<file path="src/rtl/hoplite_nic_pkg.sv">
// Shared definitions for the Hoplite node interface: flit field offsets,
// flit width helper and TX staging state encodings.
package hoplite_nic_pkg;

    localparam int DATA_W   = 32;
    localparam int DATA_LSB = 0;
    localparam int LAST_BIT = 32;
    localparam int Y_LSB    = 33;

    // Flit layout, MSB first: {x[cb], y[cb], last, data[32]}
    function automatic int X_LSB(input int cb);
        return Y_LSB + cb;
    endfunction

    function automatic int FLIT_WIDTH(input int cb);
        return DATA_W + 1 + 2 * cb;
    endfunction

    typedef enum logic {
        STAGE_EMPTY  = 1'b0,
        STAGE_STAGED = 1'b1
    } stage_e;

endpackage

</file>
<file path="src/rtl/hoplite_node_interface_if.sv">
// Bundle between the processor MMIO port / router and the node interface.
// slave: node interface side. master: processor + router side.
// Optional stat_* counters exist only with HOPLITE_NIC_STATS_EN defined.
interface hoplite_node_interface_if #(
    parameter int COORD_BITS = 1
);
    localparam int FW = hoplite_nic_pkg::FLIT_WIDTH(COORD_BITS);

    logic [COORD_BITS-1:0] x_coord_in;
    logic                  x_coord_in_valid;
    logic [COORD_BITS-1:0] y_coord_in;
    logic                  y_coord_in_valid;
    logic [31:0]           message_in;
    logic                  message_in_valid;
    logic                  packet_complete;
    logic                  message_out_ready;
    logic [31:0]           message_out;
    logic                  message_out_valid;
    logic                  message_available;
    logic                  message_read;
    logic                  message_done;
    logic [FW-1:0]         net_tx_flit;
    logic                  net_tx_valid;
    logic                  net_tx_ready;
    logic [FW-1:0]         net_rx_flit;
    logic                  net_rx_valid;
    logic                  net_rx_ready;
`ifdef HOPLITE_NIC_STATS_EN
    logic [31:0]           stat_tx_flits;
    logic [31:0]           stat_rx_flits;
    logic [31:0]           stat_tx_drops;
`endif

    modport slave (
        input  x_coord_in, x_coord_in_valid,
        input  y_coord_in, y_coord_in_valid,
        input  message_in, message_in_valid,
        input  packet_complete, message_read, message_done,
        input  net_tx_ready, net_rx_flit, net_rx_valid,
`ifdef HOPLITE_NIC_STATS_EN
        output stat_tx_flits, stat_rx_flits, stat_tx_drops,
`endif
        output message_out_ready, message_out, message_out_valid,
        output message_available, net_tx_flit, net_tx_valid,
        output net_rx_ready
    );

    modport master (
        output x_coord_in, x_coord_in_valid,
        output y_coord_in, y_coord_in_valid,
        output message_in, message_in_valid,
        output packet_complete, message_read, message_done,
        output net_tx_ready, net_rx_flit, net_rx_valid,
`ifdef HOPLITE_NIC_STATS_EN
        input  stat_tx_flits, stat_rx_flits, stat_tx_drops,
`endif
        input  message_out_ready, message_out, message_out_valid,
        input  message_available, net_tx_flit, net_tx_valid,
        input  net_rx_ready
    );

endinterface

</file>
<file path="src/rtl/hoplite_nic_fifo.sv">
// Synchronous first-word-fall-through FIFO with an optional second write
// per cycle (i_push2, written after i_din, only together with i_push).
// Ports: i_push/i_din, i_push2/i_din2, i_pop -> o_dout, o_empty, o_count.
module hoplite_nic_fifo #(
    parameter int WIDTH = 35,
    parameter int DEPTH = 8
) (
    input  logic                   clk,
    input  logic                   reset,
    input  logic                   i_push,
    input  logic [WIDTH-1:0]       i_din,
    input  logic                   i_push2,
    input  logic [WIDTH-1:0]       i_din2,
    input  logic                   i_pop,
    output logic [WIDTH-1:0]       o_dout,
    output logic                   o_empty,
    output logic [$clog2(DEPTH):0] o_count
);
    localparam int AW = $clog2(DEPTH);

    logic [WIDTH-1:0] r_mem [DEPTH];
    logic [AW-1:0]    r_wr;
    logic [AW-1:0]    r_rd;
    logic [AW:0]      r_cnt;
    logic [AW-1:0]    w_wr1;
    logic [AW+1:0]    w_room;
    logic             w_pop;
    logic             w_wa;
    logic             w_wb;

    assign o_empty = (r_cnt == '0);
    assign o_count = r_cnt;
    // Head is forced to zero when empty so outputs are clean after reset
    assign o_dout  = o_empty ? '0 : r_mem[r_rd];

    assign w_pop  = i_pop && !o_empty;
    // A pop in the same cycle frees its slot for this cycle's write
    assign w_room = (AW+2)'(DEPTH) - (AW+2)'(r_cnt) + (AW+2)'(w_pop);
    assign w_wa   = i_push && (w_room != '0);
    assign w_wb   = w_wa && i_push2 && (w_room >= (AW+2)'(2));
    assign w_wr1  = r_wr + AW'(1);

    always_ff @(posedge clk) begin
        if (w_wa) r_mem[r_wr] <= i_din;
        if (w_wb) r_mem[w_wr1] <= i_din2;
    end

    always_ff @(posedge clk or posedge reset) begin
        if (reset) begin
            r_wr  <= '0;
            r_rd  <= '0;
            r_cnt <= '0;
        end else begin
            r_wr  <= r_wr + AW'(w_wa) + AW'(w_wb);
            if (w_pop) r_rd <= r_rd + AW'(1);
            r_cnt <= r_cnt + (AW+1)'(w_wa) + (AW+1)'(w_wb)
                     - (AW+1)'(w_pop);
        end
    end

endmodule

</file>
<file path="src/rtl/hoplite_node_interface.sv">
// Hoplite network endpoint: packs processor words into flits for injection
// and buffers ejected flits for processor reads with per-packet tracking.
// Ports: clk, reset (async, active-high), bus (hoplite_node_interface_if.slave).
// Option: HOPLITE_NIC_STATS_EN adds stat_tx_flits/stat_rx_flits/stat_tx_drops.
module hoplite_node_interface
    import hoplite_nic_pkg::*;
#(
    parameter int COORD_BITS = 1,
    parameter int TX_DEPTH   = 8,
    parameter int RX_DEPTH   = 8
) (
    input logic                     clk,
    input logic                     reset,
    hoplite_node_interface_if.slave bus
);
    localparam int CB  = COORD_BITS;
    localparam int FW  = FLIT_WIDTH(COORD_BITS);
    localparam int TCW = $clog2(TX_DEPTH) + 1;
    localparam int RCW = $clog2(RX_DEPTH) + 1;

    logic [CB-1:0]     r_x;
    logic [CB-1:0]     r_y;
    logic [CB-1:0]     r_sx;
    logic [CB-1:0]     r_sy;
    logic [DATA_W-1:0] r_sd;
    stage_e            r_state;
    stage_e            w_next;
    logic [15:0]       r_pkt_cnt;
    logic [15:0]       w_pkt_nxt;
    logic              r_avail;

    logic              w_ready;
    logic              w_word;
    logic              w_push;
    logic              w_push2;
    logic [FW-1:0]     w_fa;
    logic [FW-1:0]     w_fb;
    logic [FW-1:0]     w_new;
    logic [FW-1:0]     w_tx_dout;
    logic              w_tx_empty;
    logic [TCW-1:0]    w_tx_cnt;
    logic              w_tx_pop;
    logic [DATA_W-1:0] w_rx_dout;
    logic              w_rx_empty;
    logic [RCW-1:0]    w_rx_cnt;
    logic              w_rx_full;
    logic              w_rx_acc;
    logic              w_inc;

    // Two free slots: a same-cycle word+complete pushes two flits
    assign w_ready = (w_tx_cnt <= TCW'(TX_DEPTH - 2));
    assign w_word  = bus.message_in_valid && w_ready;
    assign w_new   = {r_x, r_y, 1'b1, bus.message_in};

    always_comb begin
        w_push  = 1'b0;
        w_push2 = 1'b0;
        w_fa    = '0;
        w_fb    = '0;
        w_next  = r_state;
        unique case (r_state)
            STAGE_EMPTY: begin
                if (w_word && bus.packet_complete) begin
                    w_push = 1'b1;
                    w_fa   = w_new;
                end else if (w_word) begin
                    w_next = STAGE_STAGED;
                end
            end
            STAGE_STAGED: begin
                if (w_word) begin
                    w_push = 1'b1;
                    w_fa   = {r_sx, r_sy, 1'b0, r_sd};
                    if (bus.packet_complete) begin
                        w_push2 = 1'b1;
                        w_fb    = w_new;
                        w_next  = STAGE_EMPTY;
                    end
                end else if (bus.packet_complete) begin
                    w_push = 1'b1;
                    w_fa   = {r_sx, r_sy, 1'b1, r_sd};
                    w_next = STAGE_EMPTY;
                end
            end
        endcase
    end

    always_ff @(posedge clk or posedge reset) begin
        if (reset) begin
            r_x     <= '0;
            r_y     <= '0;
            r_sx    <= '0;
            r_sy    <= '0;
            r_sd    <= '0;
            r_state <= STAGE_EMPTY;
        end else begin
            if (bus.x_coord_in_valid) r_x <= bus.x_coord_in;
            if (bus.y_coord_in_valid) r_y <= bus.y_coord_in;
            // Coordinates are captured with the word, not at push time
            if (w_word) begin
                r_sx <= r_x;
                r_sy <= r_y;
                r_sd <= bus.message_in;
            end
            r_state <= w_next;
        end
    end

    assign w_tx_pop = !w_tx_empty && bus.net_tx_ready;

    hoplite_nic_fifo #(.WIDTH(FW), .DEPTH(TX_DEPTH)) u_tx_fifo (
        .clk     (clk),
        .reset   (reset),
        .i_push  (w_push),
        .i_din   (w_fa),
        .i_push2 (w_push2),
        .i_din2  (w_fb),
        .i_pop   (w_tx_pop),
        .o_dout  (w_tx_dout),
        .o_empty (w_tx_empty),
        .o_count (w_tx_cnt)
    );

    assign w_rx_full = (w_rx_cnt == RCW'(RX_DEPTH));
    assign w_rx_acc  = bus.net_rx_valid && !w_rx_full;
    assign w_inc     = w_rx_acc && bus.net_rx_flit[LAST_BIT];

    hoplite_nic_fifo #(.WIDTH(DATA_W), .DEPTH(RX_DEPTH)) u_rx_fifo (
        .clk     (clk),
        .reset   (reset),
        .i_push  (w_rx_acc),
        .i_din   (bus.net_rx_flit[DATA_W-1:0]),
        .i_push2 (1'b0),
        .i_din2  ('0),
        .i_pop   (bus.message_read),
        .o_dout  (w_rx_dout),
        .o_empty (w_rx_empty),
        .o_count (w_rx_cnt)
    );

    // Packet arrival and packet done in one cycle cancel out
    always_comb begin
        w_pkt_nxt = r_pkt_cnt;
        if (w_inc && !bus.message_done)
            w_pkt_nxt = r_pkt_cnt + 16'd1;
        else if (!w_inc && bus.message_done && r_pkt_cnt != '0)
            w_pkt_nxt = r_pkt_cnt - 16'd1;
    end

    always_ff @(posedge clk or posedge reset) begin
        if (reset) begin
            r_pkt_cnt <= '0;
            r_avail   <= 1'b0;
        end else begin
            r_pkt_cnt <= w_pkt_nxt;
            r_avail   <= (w_pkt_nxt != '0);
        end
    end

    assign bus.message_out_ready = w_ready;
    assign bus.net_tx_flit       = w_tx_dout;
    assign bus.net_tx_valid      = !w_tx_empty;
    assign bus.net_rx_ready      = !w_rx_full;
    assign bus.message_out       = w_rx_dout;
    assign bus.message_out_valid = !w_rx_empty;
    assign bus.message_available = r_avail;

`ifdef HOPLITE_NIC_STATS_EN
    logic [31:0] r_st_tx;
    logic [31:0] r_st_rx;
    logic [31:0] r_st_drop;
    logic        w_drop;

    assign w_drop = bus.message_in_valid && !w_ready;

    always_ff @(posedge clk or posedge reset) begin
        if (reset) begin
            r_st_tx   <= '0;
            r_st_rx   <= '0;
            r_st_drop <= '0;
        end else begin
            if (w_tx_pop) r_st_tx <= r_st_tx + 32'd1;
            if (w_rx_acc) r_st_rx <= r_st_rx + 32'd1;
            if (w_drop) r_st_drop <= r_st_drop + 32'd1;
        end
    end

    assign bus.stat_tx_flits = r_st_tx;
    assign bus.stat_rx_flits = r_st_rx;
    assign bus.stat_tx_drops = r_st_drop;
`endif

endmodule

</file>
<file path="src/flat_wrapper.sv">
// flat-port wrapper written by rule: the top's interface ports become plain ports
module hoplite_node_interface_flat import hoplite_nic_pkg::*;
#(
    parameter int COORD_BITS = 1,
    parameter int TX_DEPTH   = 8,
    parameter int RX_DEPTH   = 8
)
  (clk, reset, bus_x_coord_in, bus_x_coord_in_valid, bus_y_coord_in, bus_y_coord_in_valid, bus_message_in, bus_message_in_valid, bus_packet_complete, bus_message_read, bus_message_done, bus_net_tx_ready, bus_net_rx_flit, bus_net_rx_valid, bus_message_out_ready, bus_message_out, bus_message_out_valid, bus_message_available, bus_net_tx_flit, bus_net_tx_valid, bus_net_rx_ready);
  hoplite_node_interface_if #(.COORD_BITS(COORD_BITS)) bus_i ();
  input logic clk;
  input logic reset;
  input wire logic [$bits(bus_i.x_coord_in)-1:0] bus_x_coord_in;
  input wire logic [$bits(bus_i.x_coord_in_valid)-1:0] bus_x_coord_in_valid;
  input wire logic [$bits(bus_i.y_coord_in)-1:0] bus_y_coord_in;
  input wire logic [$bits(bus_i.y_coord_in_valid)-1:0] bus_y_coord_in_valid;
  input wire logic [$bits(bus_i.message_in)-1:0] bus_message_in;
  input wire logic [$bits(bus_i.message_in_valid)-1:0] bus_message_in_valid;
  input wire logic [$bits(bus_i.packet_complete)-1:0] bus_packet_complete;
  input wire logic [$bits(bus_i.message_read)-1:0] bus_message_read;
  input wire logic [$bits(bus_i.message_done)-1:0] bus_message_done;
  input wire logic [$bits(bus_i.net_tx_ready)-1:0] bus_net_tx_ready;
  input wire logic [$bits(bus_i.net_rx_flit)-1:0] bus_net_rx_flit;
  input wire logic [$bits(bus_i.net_rx_valid)-1:0] bus_net_rx_valid;
  output wire logic [$bits(bus_i.message_out_ready)-1:0] bus_message_out_ready;
  output wire logic [$bits(bus_i.message_out)-1:0] bus_message_out;
  output wire logic [$bits(bus_i.message_out_valid)-1:0] bus_message_out_valid;
  output wire logic [$bits(bus_i.message_available)-1:0] bus_message_available;
  output wire logic [$bits(bus_i.net_tx_flit)-1:0] bus_net_tx_flit;
  output wire logic [$bits(bus_i.net_tx_valid)-1:0] bus_net_tx_valid;
  output wire logic [$bits(bus_i.net_rx_ready)-1:0] bus_net_rx_ready;
  assign bus_i.x_coord_in = bus_x_coord_in;
  assign bus_i.x_coord_in_valid = bus_x_coord_in_valid;
  assign bus_i.y_coord_in = bus_y_coord_in;
  assign bus_i.y_coord_in_valid = bus_y_coord_in_valid;
  assign bus_i.message_in = bus_message_in;
  assign bus_i.message_in_valid = bus_message_in_valid;
  assign bus_i.packet_complete = bus_packet_complete;
  assign bus_i.message_read = bus_message_read;
  assign bus_i.message_done = bus_message_done;
  assign bus_i.net_tx_ready = bus_net_tx_ready;
  assign bus_i.net_rx_flit = bus_net_rx_flit;
  assign bus_i.net_rx_valid = bus_net_rx_valid;
  assign bus_message_out_ready = bus_i.message_out_ready;
  assign bus_message_out = bus_i.message_out;
  assign bus_message_out_valid = bus_i.message_out_valid;
  assign bus_message_available = bus_i.message_available;
  assign bus_net_tx_flit = bus_i.net_tx_flit;
  assign bus_net_tx_valid = bus_i.net_tx_valid;
  assign bus_net_rx_ready = bus_i.net_rx_ready;
  hoplite_node_interface #(.COORD_BITS(COORD_BITS), .TX_DEPTH(TX_DEPTH), .RX_DEPTH(RX_DEPTH)) u_core (.clk(clk), .reset(reset), .bus(bus_i));
endmodule
</file>
<file path="config.mk">
export PLATFORM = sky130hd
export DESIGN_NAME = hoplite_node_interface_flat
export DESIGN_NICKNAME = d
export VERILOG_FILES = /design/src/rtl/hoplite_nic_pkg.sv /design/src/rtl/hoplite_node_interface_if.sv /design/src/rtl/hoplite_nic_fifo.sv /design/src/rtl/hoplite_node_interface.sv /design/src/flat_wrapper.sv
export SDC_FILE = /design/constraint.sdc
export NUM_CORES = 1
export LEC_CHECK = 0
export ABC_AREA = 0
export BUFFER_PORTS_ARGS = -buffer_cell sky130_fd_sc_hd__buf_2
export CAP_MARGIN = 20
export CORE_UTILIZATION = 30
export DETAILED_ROUTE_END_ITERATION = 12
export GPL_TIMING_DRIVEN = 0
export HOLD_SLACK_MARGIN = 0.05
export PLACE_DENSITY = 0.48
export SYNTH_ARGS = -nofsm -noshare
export SYNTH_HDL_FRONTEND = slang
export SYNTH_SLANG_ARGS = --single-unit
</file>
<file path="constraint.sdc">
create_clock -name clk -period 13.7 [get_ports clk]
set_input_delay 3.425 -clock clk [delete_from_list [all_inputs] [get_ports clk]]
set_output_delay 3.425 -clock clk [all_outputs]
set_load 0.02 [all_outputs]
</file>
=== Word level (Yosys, flattened, before mapping) ===
Memories as Yosys holds them, arrays and structs flattened.
Index checks and enable logic that the tools add are counted.

* Add/sub/neg operators: 17
* Magnitude comparators: 2
* Eq/ne operators: 1
* Multiplexer cells: 27
* Bitwise logic cells: 1
* Reductions and logical operators: 25

{| class="wikitable"
|+ Operators with widths
! kind !! count
|-
| 35-bit two-way mux || 7
|-
| 35-bit case mux with 2 select lines || 1
|-
| 16-bit two-way mux || 2
|-
| 32-bit two-way mux || 1
|-
| 16-bit nonzero test || 2
|-
| 16-bit by 1-bit adder with 16-bit output (second input constant) || 1
|-
| 16-bit by 1-bit subtractor with 16-bit output (second input constant) || 1
|-
| 1-bit logical AND || 14
|-
| 1-bit two-way mux || 14
|-
| 4-bit by 1-bit adder with 4-bit output || 3
|-
| 5-bit by 1-bit adder with 5-bit output || 2
|-
| 5-bit nonzero test || 2
|-
| 4-bit by 4-bit subtractor with 5-bit output (first input constant) || 2
|-
| 3-bit by 1-bit adder with 3-bit output || 3
|-
| 3-bit by 1-bit adder with 3-bit output (second input constant) || 3
|-
| 4-bit logical NOT || 2
|-
| 4-bit by 1-bit subtractor with 4-bit output || 2
|-
| 5-bit by 2-bit >= comparator with 1-bit output (second input constant) || 1
|-
| 1-bit logical NOT || 5
|-
| 4-bit == test (second input constant) || 1
|-
| 4-bit by 3-bit <= comparator with 1-bit output (second input constant) || 1
|-
| 1-bit case mux with 2 select lines || 2
|-
| 1-bit NOT || 1
|}

* Flip-flop bits (word level): 74
* Bits in writable memories: 536
* Input port bits: 79
* Output and inout bits: 72
* Word-level logic and storage cells: 89
* Memories kept: 2

{| class="wikitable"
|+ Memories
! memory !! depth !! width !! read ports !! clocked after Yosys merged registers in !! wr ports !! line !! RTL
|-
| u_core.u_tx_fifo.r_mem || 8 || 35 || 1 || 0 || 2 || hoplite_nic_fifo.sv:21 || <nowiki>logic [WIDTH-1:0] r_mem [DEPTH];</nowiki>
|-
| u_core.u_rx_fifo.r_mem || 8 || 32 || 1 || 0 || 1 || hoplite_nic_fifo.sv:21 ||
|}

=== Longest topological paths before layout ===
* Word-level depth: 11
* Depth in mapped cells: 21
* Depth with buffers taken out: 20

=== Modules after synthesis ===
From an unflattened synthesis, not the netlist that was laid out.

* Cells, all modules: 2011
* Area, all modules: 33085.5 sq um

{| class="wikitable"
|+ By module, submodules not included
! module !! times used !! cells each !! area each (sq um) !! sequential area each (sq um)
|-
| hoplite_nic_fifo (u_core.u_tx_fifo) || 1 || 845 || 15437.3 || 8658.3
|-
| hoplite_nic_fifo (u_core.u_rx_fifo) || 1 || 783 || 14353.8 || 7937.6
|-
| hoplite_node_interface || 1 || 383 || 3294.4 || 1351.3
|}

=== Worst setup path after synthesis ===
No wires, ideal clock.

* Path type: in2reg
* Start: input port bus_message_read
* End: memory u_core.u_rx_fifo.r_mem[0][0] in the netlist's numbering, enable pin
* Setup time: 0.501 ns
* Arrival time: 7.502 ns
* Required time: 13.199 ns
* Slack: 5.697 ns
* Stages: 10
* Path buffers: 0
* Path through: nand2_1 > ha_1 > inv_1 > ha_1 > nand4_1 > o21ai_0 > nand4b_1 > and3_1 > inv_1 > nor4_1

* Longest elaborated chain between the ends: 6

{| class="wikitable"
|+ RTL lines
! item !! line !! RTL
|-
| start, declared || flat_wrapper.sv:19 || <nowiki>input wire logic [$bits(bus_i.message_read)-1:0] bus_message_read;</nowiki>
|-
| 1-bit logical AND || hoplite_nic_fifo.sv:36 || <nowiki>assign w_pop = i_pop && !o_empty;</nowiki>
|-
| 5-bit by 1-bit adder with 5-bit output || hoplite_nic_fifo.sv:38 || <nowiki>assign w_room = (AW+2)'(DEPTH) - (AW+2)'(r_cnt) + (AW+2)'(w_pop);</nowiki>
|-
| 5-bit nonzero test || hoplite_nic_fifo.sv:39 || <nowiki>assign w_wa = i_push && (w_room != '0);</nowiki>
|-
| 1-bit logical AND || hoplite_nic_fifo.sv:39 ||
|-
| 1-bit two-way mux || hoplite_nic_fifo.sv:44 || <nowiki>if (w_wa) r_mem[r_wr] <= i_din;</nowiki>
|-
| 1-bit two-way mux (not written as such) || hoplite_nic_fifo.sv:44 ||
|-
| end, declared || hoplite_nic_fifo.sv:21 ||
|}

Every way passes these cells.

==> flow_summary.json <==
{
  "rsz0062_at_grt": "false",
  "firstDrtPassIters": 6,
  "post-route-min-period_ns": 7.00,
  "p_int_w": 0.00476,
  "finalSetupViolCount": 0,
  "ys_seq_elements": 610,
  "status": "finished clean",
  "cts.clk_slew.worst_paths_ns": 0.05,
  "synth.net_count": 2124,
  "vias_per_cell": 5.19,
  "htree_levels": 3,
  "pin_count": 151,
  "async_flop_share_pct": 12.1,
  "finClkSkew_ns": 0.0418,
  "antenna_found_initial": 12,
  "drive_gt1_share_pct": 20.7,
  "slew_viol_final": 0,
  "grt-ovfl-total": 0,
  "synth_commonest_cells": "536 x edfxtp_1, 440 x nand2_1, 228 x o21ai_1, 134 x mux4_2, 105 x clkbuf_1",
  "rr_startpoint": "u_core.u_tx_fifo.o_count[2]",
  "cts_tree": "yes",
  "p_sw_w": 0.00259,
  "irDropWorstVdd_mv": 0.118,
  "cp_slowest_cell": "clkbuf_1",
  "hold-worst-slack_ns": 0.474,
  "cts_setup_buffers": 0,
  "crit_chain": "buf_2 > nand2_1 > ha_1 > inv_1 > ha_1 > nor4_1 > a31oi_1 > o211ai_1 > or3_1 > clkbuf_1 > clkbuf_1 > o31ai_4 > buf_8 > buf_8",
  "grt.total_usage_pct": 17.8,
  "hold_buffers": 0,
  "criticalPathCategory": "input port to register",
  "cp-startpoint": "bus_net_tx_ready",
  "grt_max_degree": 39,
  "hold_viol_final": 0,
  "clkPwrFrac_pct": 28.5,
  "yosys-top-cells-area": "edfxtp_1 58%, mux4_2 11%, dfrtp_1 6.7%",
  "via_count": 18300,
  "swShare_pct": 35.3,
  "seqPwrFrac_pct": 34.7,
  "syn_inst": 2014,
  "drc_errors": 0,
  "area.growth.synth_to_final_pct": 21.0,
  "cts_sinks": 610,
  "p_leak_nw": 11.5,
  "worstPathRequired_ns": 14.04,
  "fin_tns_setup_ns": 0,
  "initial_core_util_pct": 30.5,
  "hold_path_startpoint": "u_core.r_sd[2]",
  "finalNetCount": 2396,
  "comb_power_share_pct": 36.8,
  "maxCapViolCount": 0,
  "min_period_over_period_pct": 51.1,
  "cts_root_buf": "clkbuf_16",
  "syn_area_per_cell_um2": 13.7,
  "start_kind": "input port",
  "tightest_slew_ns": 1.04,
  "cts-resized-gates": 0,
  "grt_pass1_vias": 18900,
  "synth_edf_count": 536,
  "drt-total-wl_um": 82800,
  "std_cell_rows": 110,
  "synth_top_area_share_pct": 58.4,
  "wl_per_cell_um": 23.5,
  "grt_pass1_wl_um": 123000,
  "slew_headroom_pct": 31.0,
  "max_stage_delay_ns": 0.73,
  "insertion_delay_ns": 0.63,
  "die-area_um2": 93100,
  "cts_buffers": 72,
  "worstPathMaxFanout": 13,
  "seq_area_frac_synth_pct": 65.1,
  "synth_warnings": 0,
  "first_iter_violations": 1655,
  "synth_area_um2": 27600,
  "chipWidth_um": 305,
  "max_freq_ghz": 0.143,
  "powerDensity_nw_per_um2": 220,
  "gp_congestion": 0.793,
  "ant_nets": 0,
  "arrival_ns": 7.34,
  "io_buffers": 147,
  "synth_top_cell_by_area": "edfxtp_1",
  "dp_hpwl_um": 54700,
  "clk_path_buf_depth": 3,
  "ys.flop_type": "edfxtp_1",
  "die-height_um": 305,
  "endpoint_kind": "register",
  "synth_most_common_cell": "edfxtp_1",
  "core_um2": 90600,
  "hold_path_class": "register to register",
  "synth.distinct_cells": 60
}
## cell usage in the layout, fill, tap and decap left out, types with 15 or more instances in the layout
cell type,instances
nand2_1,440
buf_2,153
inv_1,29
clkbuf_16,73
a22o_1,34
o21ai_0,48
buf_6,18
edfxtp_1,536
buf_8,15
mux4_2,134
clkbuf_1,119
nor2_1,89
o21ai_1,227
ha_1,27
mux2i_1,68
buf_1,21
dfrtp_1,74
## sequential cells by signal (all words and copies together), names as in the netlist
name                          cells
u_core.r_sx                       1
u_core.u_rx_fifo.r_rd             3
u_core.r_sy                       1
u_core.r_state                    1
u_core.u_tx_fifo.r_rd             3
u_core.r_x                        1
u_core.u_rx_fifo.o_count          4
u_core.r_y                        1
u_core.r_pkt_cnt                 16
u_core.bus.message_available      1
u_core.u_rx_fifo.r_wr             3
u_core.r_sd                      32
u_core.u_tx_fifo.r_mem          280
u_core.u_tx_fifo.r_wr             3
u_core.u_rx_fifo.r_mem          256
u_core.u_tx_fifo.o_count          4
## power by group through the flow
stage                     combinational [W]  clock [W]  sequential [W]
final                               0.00270    0.00209         0.00255
after global routing                0.00295    0.00219         0.00258
after CTS                           0.00272    0.00213         0.00255
after detailed placement            0.00271          0         0.00259
after global placement              0.00256          0         0.00262
after floorplan                     0.00175          0         0.00256
## metrics by stage
stage | utilization (%) | power (W) | area (um^2) | worst slack [ns] | cells
final | 36.8 | 0.00735 | 33400 | 6.70 | 3522
after detailed placement | 33.9 | 0.00530 | 30700 | 6.22 | 3382
after CTS | 36.8 | 0.00741 | 33300 | 6.54 | 3515
after floorplan | - | 0.00431 | 27600 | 5.70 | 2014
after global routing | 36.8 | 0.00772 | 33400 | 6.48 | 3521
after global placement | 32.9 | 0.00517 | 29800 | 1.52 | 3337
## path summary, 6_finish.rpt
kind,to,slack (ns),cells past startpoint
worst max-delay path,u_core.u_tx_fifo.r_mem[1][26],6.70,14
worst min-delay path,u_core.r_sd[2],0.47,2
worst max register to register,u_core.u_tx_fifo.r_mem[1][26],7.84,18
worst min register to register,u_core.r_sd[2],0.47,2
max in group asynchronous,u_core.r_pkt_cnt[4],10.12,3
min in group asynchronous,u_core.r_sd[5],2.90,2
## routing by layer
layer / GRT usage (%) / vias up / wire (um)
met5: 0 / - / 72
met4: 4.62 / 12 / 1800
met3: 3.87 / 137 / 6440
met2: 29.8 / 765 / 40200
met1: 23.2 / 9242 / 34300
li1: - / 8119 / -
## critical path, delay by kind of cell
kind | cells | cell delay (ns)
buffers and inverters | 6 | 1.80
AOI/OAI and AO/OA | 3 | 0.98
and+or+nand+nor | 3 | 0.69
adders and majority gates | 2 | 0.43
## logic make-up after synthesis
group | synth area share (%)
xor gates and xnor gates | 0.794
buffers and inverters | 2.45
and+or+nand+nor | 9.39
adders and majority gates | 1.52
AOI/OAI and AO/OA | 7.20
muxes | 13.6
DFF | 65.1
## layout make-up
class / instances / area [um^2]
buffer: 137 / 556
tap: 1176 / 1470
inverter: 31 / 121
multi-input combinational: 1236 / 9090
fill: 8744 / 57200
clock inverter: 43 / 681
clock buffer: 90 / 1920
timing repair buffer: 198 / 1580
antenna: 1 / 2.50
sequential: 610 / 17900
Note: power is estimated with default switching activity, not from simulation.
